$ cat src/rtl/inst_encoder.sv
// Field-level instruction encoder: builds 16-bit ISA words from opcode/register/immediate
// requests and streams them into instruction memory starting at a programmed base address.
module inst_encoder #(
    parameter int ADDR_W = 8
) (
    input  logic              clk,
    input  logic              rst,
    input  logic              start,
    input  logic [ADDR_W-1:0] base_addr,
    input  logic              in_valid,
    output logic              in_ready,
    input  logic              in_last,
    input  logic [3:0]        op_in,
    input  logic [3:0]        rd,
    input  logic [3:0]        rs1,
    input  logic [3:0]        rs0,
    input  logic [7:0]        imm,
    output logic              imem_we,
    output logic [ADDR_W-1:0] imem_addr,
    output logic [15:0]       imem_wdata,
    output logic [ADDR_W:0]   word_cnt,
    output logic              busy,
    output logic              done,
    output logic              err,
    output logic [1:0]        err_code
);

    // Opcode values shared with the CPU decoder (def.h); 4'hF is unassigned.
    localparam logic [3:0] OP_AND   = 4'h0;
    localparam logic [3:0] OP_OR    = 4'h1;
    localparam logic [3:0] OP_ADD   = 4'h2;
    localparam logic [3:0] OP_SUB   = 4'h3;
    localparam logic [3:0] OP_CMP   = 4'h4;
    localparam logic [3:0] OP_ADDI  = 4'h5;
    localparam logic [3:0] OP_SUBI  = 4'h6;
    localparam logic [3:0] OP_CMPI  = 4'h7;
    localparam logic [3:0] OP_LTI   = 4'h8;
    localparam logic [3:0] OP_LOAD  = 4'h9;
    localparam logic [3:0] OP_STORE = 4'hA;
    localparam logic [3:0] OP_JMP   = 4'hB;
    localparam logic [3:0] OP_JNZ   = 4'hC;
    localparam logic [3:0] OP_JMPR  = 4'hD;
    localparam logic [3:0] OP_LI    = 4'hE;

    localparam logic [1:0] ERR_NONE    = 2'd0;
    localparam logic [1:0] ERR_ILLEGAL = 2'd1;
    localparam logic [1:0] ERR_IMM     = 2'd2;
    localparam logic [1:0] ERR_ADDR    = 2'd3;

    typedef enum logic [2:0] {IDLE, RUN, WRITE, DONE, ERR} state_t;

    state_t              state_q, state_d;
    logic                in_ready_q, in_ready_d;
    logic                imem_we_q, imem_we_d;
    logic [ADDR_W-1:0]   addr_q, addr_d;
    logic [15:0]         wdata_q, wdata_d;
    logic [ADDR_W:0]     cnt_q, cnt_d;
    logic                busy_q, busy_d;
    logic                done_q, done_d;
    logic                err_q, err_d;
    logic [1:0]          err_code_q, err_code_d;
    logic                last_q, last_d;

    logic [15:0]         enc_word;
    logic                op_legal;
    logic                imm_ovf;

    always_comb begin
        enc_word = {op_in, 12'h000};
        op_legal = 1'b1;
        imm_ovf  = 1'b0;
        case (op_in)
            OP_AND, OP_OR, OP_ADD, OP_SUB:      enc_word = {op_in, rs1, rs0, rd};
            OP_CMP:                             enc_word = {op_in, rs1, rs0, 4'h0};
            OP_ADDI, OP_SUBI, OP_CMPI, OP_LTI:  enc_word = {op_in, rs1, imm};
            OP_LOAD, OP_JMPR: begin
                enc_word = {op_in, rs1, imm[3:0], rd};
                imm_ovf  = |imm[7:4];
            end
            OP_STORE: begin
                enc_word = {op_in, rs1, rs0, imm[3:0]};
                imm_ovf  = |imm[7:4];
            end
            OP_JMP, OP_JNZ, OP_LI:              enc_word = {op_in, imm, rd};
            default:                            op_legal = 1'b0;
        endcase
    end

    always_comb begin
        state_d    = state_q;
        addr_d     = addr_q;
        wdata_d    = wdata_q;
        cnt_d      = cnt_q;
        done_d     = done_q;
        err_d      = err_q;
        err_code_d = err_code_q;
        last_d     = last_q;
        case (state_q)
            IDLE, DONE, ERR: begin
                if (start) begin
                    addr_d     = base_addr;
                    cnt_d      = '0;
                    done_d     = 1'b0;
                    err_d      = 1'b0;
                    err_code_d = ERR_NONE;
                    state_d    = RUN;
                end
            end
            RUN: begin
                if (in_valid && in_ready_q) begin
                    if (!op_legal) begin
                        err_d      = 1'b1;
                        err_code_d = ERR_ILLEGAL;
                        state_d    = ERR;
                    end else if (imm_ovf) begin
                        err_d      = 1'b1;
                        err_code_d = ERR_IMM;
                        state_d    = ERR;
                    end else begin
                        wdata_d = enc_word;
                        last_d  = in_last;
                        state_d = WRITE;
                    end
                end
            end
            WRITE: begin
                cnt_d = cnt_q + (ADDR_W+1)'(1);
                // Address never wraps: a full memory with more words pending is an error.
                if (last_q) begin
                    done_d  = 1'b1;
                    state_d = DONE;
                end else if (&addr_q) begin
                    err_d      = 1'b1;
                    err_code_d = ERR_ADDR;
                    state_d    = ERR;
                end else begin
                    addr_d  = addr_q + ADDR_W'(1);
                    state_d = RUN;
                end
            end
            default: state_d = IDLE;
        endcase
        in_ready_d = (state_d == RUN);
        imem_we_d  = (state_d == WRITE);
        busy_d     = (state_d == RUN) || (state_d == WRITE);
    end

    always_ff @(posedge clk or posedge rst) begin
        if (rst) begin
            state_q    <= IDLE;
            in_ready_q <= 1'b0;
            imem_we_q  <= 1'b0;
            addr_q     <= '0;
            wdata_q    <= '0;
            cnt_q      <= '0;
            busy_q     <= 1'b0;
            done_q     <= 1'b0;
            err_q      <= 1'b0;
            err_code_q <= ERR_NONE;
            last_q     <= 1'b0;
        end else begin
            state_q    <= state_d;
            in_ready_q <= in_ready_d;
            imem_we_q  <= imem_we_d;
            addr_q     <= addr_d;
            wdata_q    <= wdata_d;
            cnt_q      <= cnt_d;
            busy_q     <= busy_d;
            done_q     <= done_d;
            err_q      <= err_d;
            err_code_q <= err_code_d;
            last_q     <= last_d;
        end
    end

    assign in_ready   = in_ready_q;
    assign imem_we    = imem_we_q;
    assign imem_addr  = addr_q;
    assign imem_wdata = wdata_q;
    assign word_cnt   = cnt_q;
    assign busy       = busy_q;
    assign done       = done_q;
    assign err        = err_q;
    assign err_code   = err_code_q;

endmodule

$ cat config.mk
export PLATFORM = sky130hd
export DESIGN_NAME = inst_encoder
export DESIGN_NICKNAME = d
export VERILOG_FILES = /design/src/rtl/inst_encoder.sv
export SDC_FILE = /design/constraint.sdc
export NUM_CORES = 1
export LEC_CHECK = 0
export CAP_MARGIN = 20
export CELL_PAD_IN_SITES_DETAIL_PLACEMENT = 1
export CELL_PAD_IN_SITES_GLOBAL_PLACEMENT = 2
export CORE_UTILIZATION = 28
export CTS_CLUSTER_SIZE = 20
export DETAILED_ROUTE_END_ITERATION = 8
export PLACE_DENSITY_LB_ADDON = 0.1
export SKIP_LAST_GASP = 1
export SLEW_MARGIN = 25
export SYNTH_ARGS = -nofsm -noshare
export SYNTH_HDL_FRONTEND = slang
export SYNTH_SLANG_ARGS = --single-unit
$ cat constraint.sdc
create_clock -name clk -period 2.8 [get_ports clk]
set_clock_uncertainty 0.1 [all_clocks]
set_input_delay 0.56 -clock clk [delete_from_list [all_inputs] [get_ports clk]]
set_output_delay 0.56 -clock clk [all_outputs]
set_load 0.02 [all_outputs]
# [Word-level counts from Yosys, hierarchy flattened]
# Index checks and enable logic that the tools add are counted.
[op_classes] reduce_logical=20 add_sub_neg=2 n_mux=32 bitwise_logic=1 n_eq_ne=27
[ops] op="$pmux 12 s6" n=1
[ops] op="$eq 4x4->1 const B" n=7
[ops] op="$mux 8" n=3
[ops] op="$mux 3" n=6
[ops] op="$pmux 9 s2" n=1
[ops] op="$eq 4x3->1 const B" n=4
[ops] op="$pmux 8 s2" n=1
[ops] op="$reduce_or 15->1" n=1
[ops] op="$mux 2" n=6
[ops] op="$ne 2x2->1 const B" n=6
[ops] op="$reduce_or 4->1" n=3
[ops] op="$add 9x1->9 const B" n=1
[ops] op="$eq 3x2->1 const B" n=3
[ops] op="$mux 1" n=9
[ops] op="$mux 9" n=1
[ops] op="$pmux 3 s3" n=1
[ops] op="$reduce_or 3->1" n=3
[ops] op="$add 8x1->8 const B" n=1
[ops] op="$eq 4x2->1 const B" n=2
[ops] op="$reduce_and 4->1" n=2
[ops] op="$reduce_and 8->1" n=1
[ops] op="$eq 3x1->1 const B" n=2
[ops] op="$pmux 2 s3" n=1
[ops] op="$reduce_and 6->1" n=1
[ops] op="other kinds (15)" n=15
[totals] ff_bits=44 output_inout_bits=40 wordCells=93

# [Longest topological paths before layout]
[logic_depth] depth_word=9 ltp_mapped=7

# [Least setup slack after synthesis]
# No wires, ideal clock.
[synth_path] kind="input -> register" startpoint="in imm[7]" endpoint="reg wdata_q[10] (netlist: imem_wdata[10])" setup_ps=125 setup_slack_ps=643 n_path_buf=1 arrival_ps=1932 t_required_ps=2575 cell_stages=6 path_cell_list="or4_1 o211ai_2 and2_1 nor2b_4 buf_6 mux2_2"
[synth_between] elab_chain_cells=4
[synth_rtl] element="from (decl)" line_no="17" text="input logic [7:0] imm,"
[synth_rtl] element="$reduce_or 4->1" line_no="78, 82"
[synth_rtl] element="$mux 1"
[synth_rtl] element="$not 1->1 (no source line)"
[synth_rtl] element="$reduce_and 4->1 (no source line)"
[synth_rtl] element="to (signal assigned)" line_no="166" text="wdata_q <= wdata_d;"
[synth_rtl] element="to (decl)" line_no="56" text="logic [15:0] wdata_q, wdata_d;"
# Every way passes these cells.
# A chain may end at the register's enable or synchronous reset.

# [Worst setup path after layout]
[layout_path] startpoint="in imm[4]" endpoint="reg wdata_q[15] (netlist: imem_wdata[15])"
# Same word-level chain as after synthesis.

==> impl_metrics.env <==
export IMPL_run_status="finished, final reports clean"
export IMPL_final_cell_area_excluding_filler_cells_sq_um=3500
export IMPL_top_cells_by_area_in_the_synthesized_netlist="sky130_fd_sc_hd__dfrtp_1 46%, sky130_fd_sc_hd__mux2_2 8.4%, sky130_fd_sc_hd__nand2_1 5.1%, sky130_fd_sc_hd__mux2i_1 3.7%, sky130_fd_sc_hd__a22o_1 3.3%"
export IMPL_setup_violations=0
export IMPL_postSynth_asyncResetShare=1.00
export IMPL_clk_latency_ns=0.30
export IMPL_worst_hold_path_endpoint="err"
export IMPL_synth_compound_area_share=0.197
export IMPL_register_area_sq_um=1100
export IMPL_muxShareOfSynthArea=0.121
export IMPL_first_iter_violations=43
export IMPL_grt_first_pass_wirelength_microns=11600
export IMPL_detail_route_vias_per_cell=5.05
export IMPL_cts_post_setup_buffers_inserted=0
export IMPL_crit_path_max_fanout=13
export IMPL_clock_fmax_ghz=0.407
export IMPL_synthesis_area_sq_um=2420
export IMPL_design_core_area_sq_um=8300
export IMPL_port_buffer_count=76
export IMPL_grt_ovfl_total=0
export IMPL_track_usage=0.167
export IMPL_commonest_cells_after_routing_fill_and_taps_aside="76 x sky130_fd_sc_hd__clkdlybuf4s50_1, 44 x sky130_fd_sc_hd__dfrtp_1, 33 x sky130_fd_sc_hd__nand2_1"
export IMPL_die_width_microns=95.0
export IMPL_cell_area_placed_sq_um=3400
export IMPL_synth_seq_cells=44
export IMPL_ys_types=49
export IMPL_fp_dieArea_sq_um=9020
export IMPL_cts_root_buffer="sky130_fd_sc_hd__clkbuf_8"
export IMPL_cts_buffers_inserted=5
export IMPL_layout_cells_most_common="sky130_fd_sc_hd__clkdlybuf4s50_1"
export IMPL_synthesis_yosys_warnings=0
export IMPL_fin_nets=368
export IMPL_fillCellCount=933
export IMPL_worstSetupEndpointType="flop"
export IMPL_final_antenna_net_count=0
export IMPL_maxSlewViolCount=0
export IMPL_fin_ws_ns=0.341
export IMPL_area_growth_synth_to_final_pct=44.5
export IMPL_hold_class="reg2reg"
export IMPL_holdBufCountCts=0
export IMPL_cts_htree_levels=2
export IMPL_synth_simple_gate_area_share=0.175
export IMPL_worstSetupStartpointType="primary input"
export IMPL_net_switching_power_mw=1.28
export IMPL_reg2reg_depth=6
export IMPL_share_clk_of_total_power=0.130
export IMPL_synth_adder_area_share=0.0103
export IMPL_post_route_util=0.421
export IMPL_worst_endpoint_required_ns=2.88
export IMPL_power_per_cell_area_nw_per_um2=924
export IMPL_synth_area_leader_cell="sky130_fd_sc_hd__dfrtp_1"
export IMPL_worst_hold_startpoint="err"
export IMPL_grt_max_degree=45
export IMPL_worst_r2r_endpoint="imem_wdata[15]"
export IMPL_maxSlewHeadroom=0.617
export IMPL_whs_ns=0.397
export IMPL_detail_route_first_pass_iterations=4
export IMPL_clock_sink_count=44
export IMPL_postRouteWirelength_microns=6790
export IMPL_hold_viol=0
export IMPL_vdd_ir_drop_max_v=0.000354
export IMPL_setup_reg_to_reg_worst_slack_ns=0.61
export IMPL_place_worst_setup_slack_ns=0.0171
export IMPL_ratio_of_final_minimum_period_to_clock_period=0.878
export IMPL_hold_path_cell_count=1
export IMPL_critical_path_reg2reg_startpoint="state_q[0]"
export IMPL_fp_dieH_microns=95.0
export IMPL_route_detailed_drc=0
export IMPL_postSynthNetCount=278
export IMPL_placementRows=33
export IMPL_dominant_combinational_cell_family_by_area_after_synthesis="compound AO/OA/AOI/OAI gates"
export IMPL_initial_utilization=0.292
export IMPL_sw_frac_of_total=0.397
export IMPL_dominant_synthesized_flop_cell="sky130_fd_sc_hd__dfrtp_1"
export IMPL_synthXorXnorAreaFrac=0.00724
export IMPL_yosysSeqAreaShare=0.455
export IMPL_maxCapViolCount=0
export IMPL_io_pins=77
export IMPL_period_needed_ns=2.46
export IMPL_multi_input_comb_area_sq_um=1230
export IMPL_power_leakage_nw=1.43
export IMPL_cts_resized=0
export IMPL_timing_setup_critical_path_class="in2reg"
export IMPL_num_vias=2198
export IMPL_post_synth_inst_count=239
export IMPL_hpwl_microns=5180
export IMPL_detail_route_wl_per_cell_microns=15.6
export IMPL_seqPwrFrac=0.346
export IMPL_cts_reportedPaths_clkPinSlew_ns=0.09
export IMPL_arrival_ns=2.54
export IMPL_grt_setup_unrepaired="false"
export IMPL_finalSetupTns_ns=0
export IMPL_power_combinational_fraction=0.524
export IMPL_rd_place_congestion=0.739
export IMPL_insertedDiodeCount=0
export IMPL_tritoncts="done"
export IMPL_first_global_vias=2287
export IMPL_clockBufferDepth=2
export IMPL_worstMarginPinSlew_ns=0.575
export IMPL_grt_antenna_before_repair=0
export IMPL_yosys_area_top_type_share=0.455
export IMPL_synth_area_per_cell_sq_um=10.1
export IMPL_drive_above_1_share=0.164
export IMPL_internal_power_mw=1.95
export IMPL_number_of_flops_mapped_to_enable_cells_by_yosys=0
[critical path, stage by stage]
cell	delay, ns
sky130_fd_sc_hd__clkdlybuf4s50_1	0.43
sky130_fd_sc_hd__or4_1	0.56
sky130_fd_sc_hd__o211ai_2	0.10
sky130_fd_sc_hd__and2_1	0.18
sky130_fd_sc_hd__nor2b_4	0.21
sky130_fd_sc_hd__buf_12	0.16
sky130_fd_sc_hd__mux2_2	0.34
[flip-flops by register name, summed over array words and instances (netlist names)]
| register | flops |
|---|---|
| imem_wdata | 16 |
| word_cnt | 9 |
| imem_addr | 8 |
| state_q | 3 |
| err_code | 2 |
| busy | 1 |
| done | 1 |
| err | 1 |
| imem_we | 1 |
| in_ready | 1 |
| last_q | 1 |
[cell usage after synthesis, drive strengths merged, types with 2 or more instances]
cell / n
a21oi: 15
a22o: 9
a32o: 4
and2: 3
buf: 8
clkbuf: 3
dfrtp: 44
ha: 2
inv: 4
mux2: 18
mux2i: 9
nand2: 33
nand2b: 7
nand3: 10
nand3b: 2
nand4: 4
nor2: 6
nor2b: 5
nor3b: 2
o211ai: 8
o21a: 2
o21ai: 15
o22ai: 3
o31ai: 3
or2: 3
xor2: 2
[power by group through the flow]
stage                     registers (mW)  logic [mW]  clock network, mW
after floorplan                     1.35       0.747                  0
after global placement              1.13        1.69                  0
after detailed placement            1.14        1.71                  0
after CTS                           1.13        1.72              0.445
after global routing                1.17        1.87              0.466
final                               1.12        1.69              0.421
[logic make-up after synthesis]
family,after synthesis
and+or+nand+nor,81
AOI/OAI and AO/OA,68
DFF,44
muxes,27
buffers and inverters,15
xor gates and xnor gates,2
adders and majority gates,2
[how the worst max path moves through the flow]
stage | start | end | slack, ns | cells past startpoint
after global routing | imm[4] | imem_wdata[15] | 0.27 | 7
after floorplan | imm[7] | imem_wdata[10] | 0.64 | 6
after detailed placement | imm[4] | imem_wdata[15] | 0.02 | 7
after CTS | imm[4] | imem_wdata[15] | 0.33 | 7
final | imm[4] | imem_wdata[15] | 0.34 | 7
after global placement | imm[4] | imem_wdata[2] | 0.08 | 7
[layout make-up]
type / instances / share of cell area
Timing Repair Buffer: 94 / 0.263
Sequential cell: 44 / 0.315
Multi-Input combinational cell: 180 / 0.353
Inverter: 4 / 0.00429
Tap cell: 105 / 0.0376
Clock buffer: 6 / 0.0236
Clock inverter: 2 / 0.00286
[per-stage QoR]
step,std cells,power (mW)
floorplan,239,2.09
global placement,427,2.82
detailed placement,427,2.85
CTS,435,3.29
global route,435,3.50
finish,435,3.23
[per-layer routing]
metal / up-vias / GRT usage / part of all wire
met5: - / 0 / 0
met1: 1094 / 0.241 / 0.49
met3: 4 / 0.0314 / 0.038
met4: 0 / 0.0379 / 0.0078
li1: 1060 / - / -
met2: 40 / 0.257 / 0.46
Note: power is estimated with default switching activity, not from simulation.
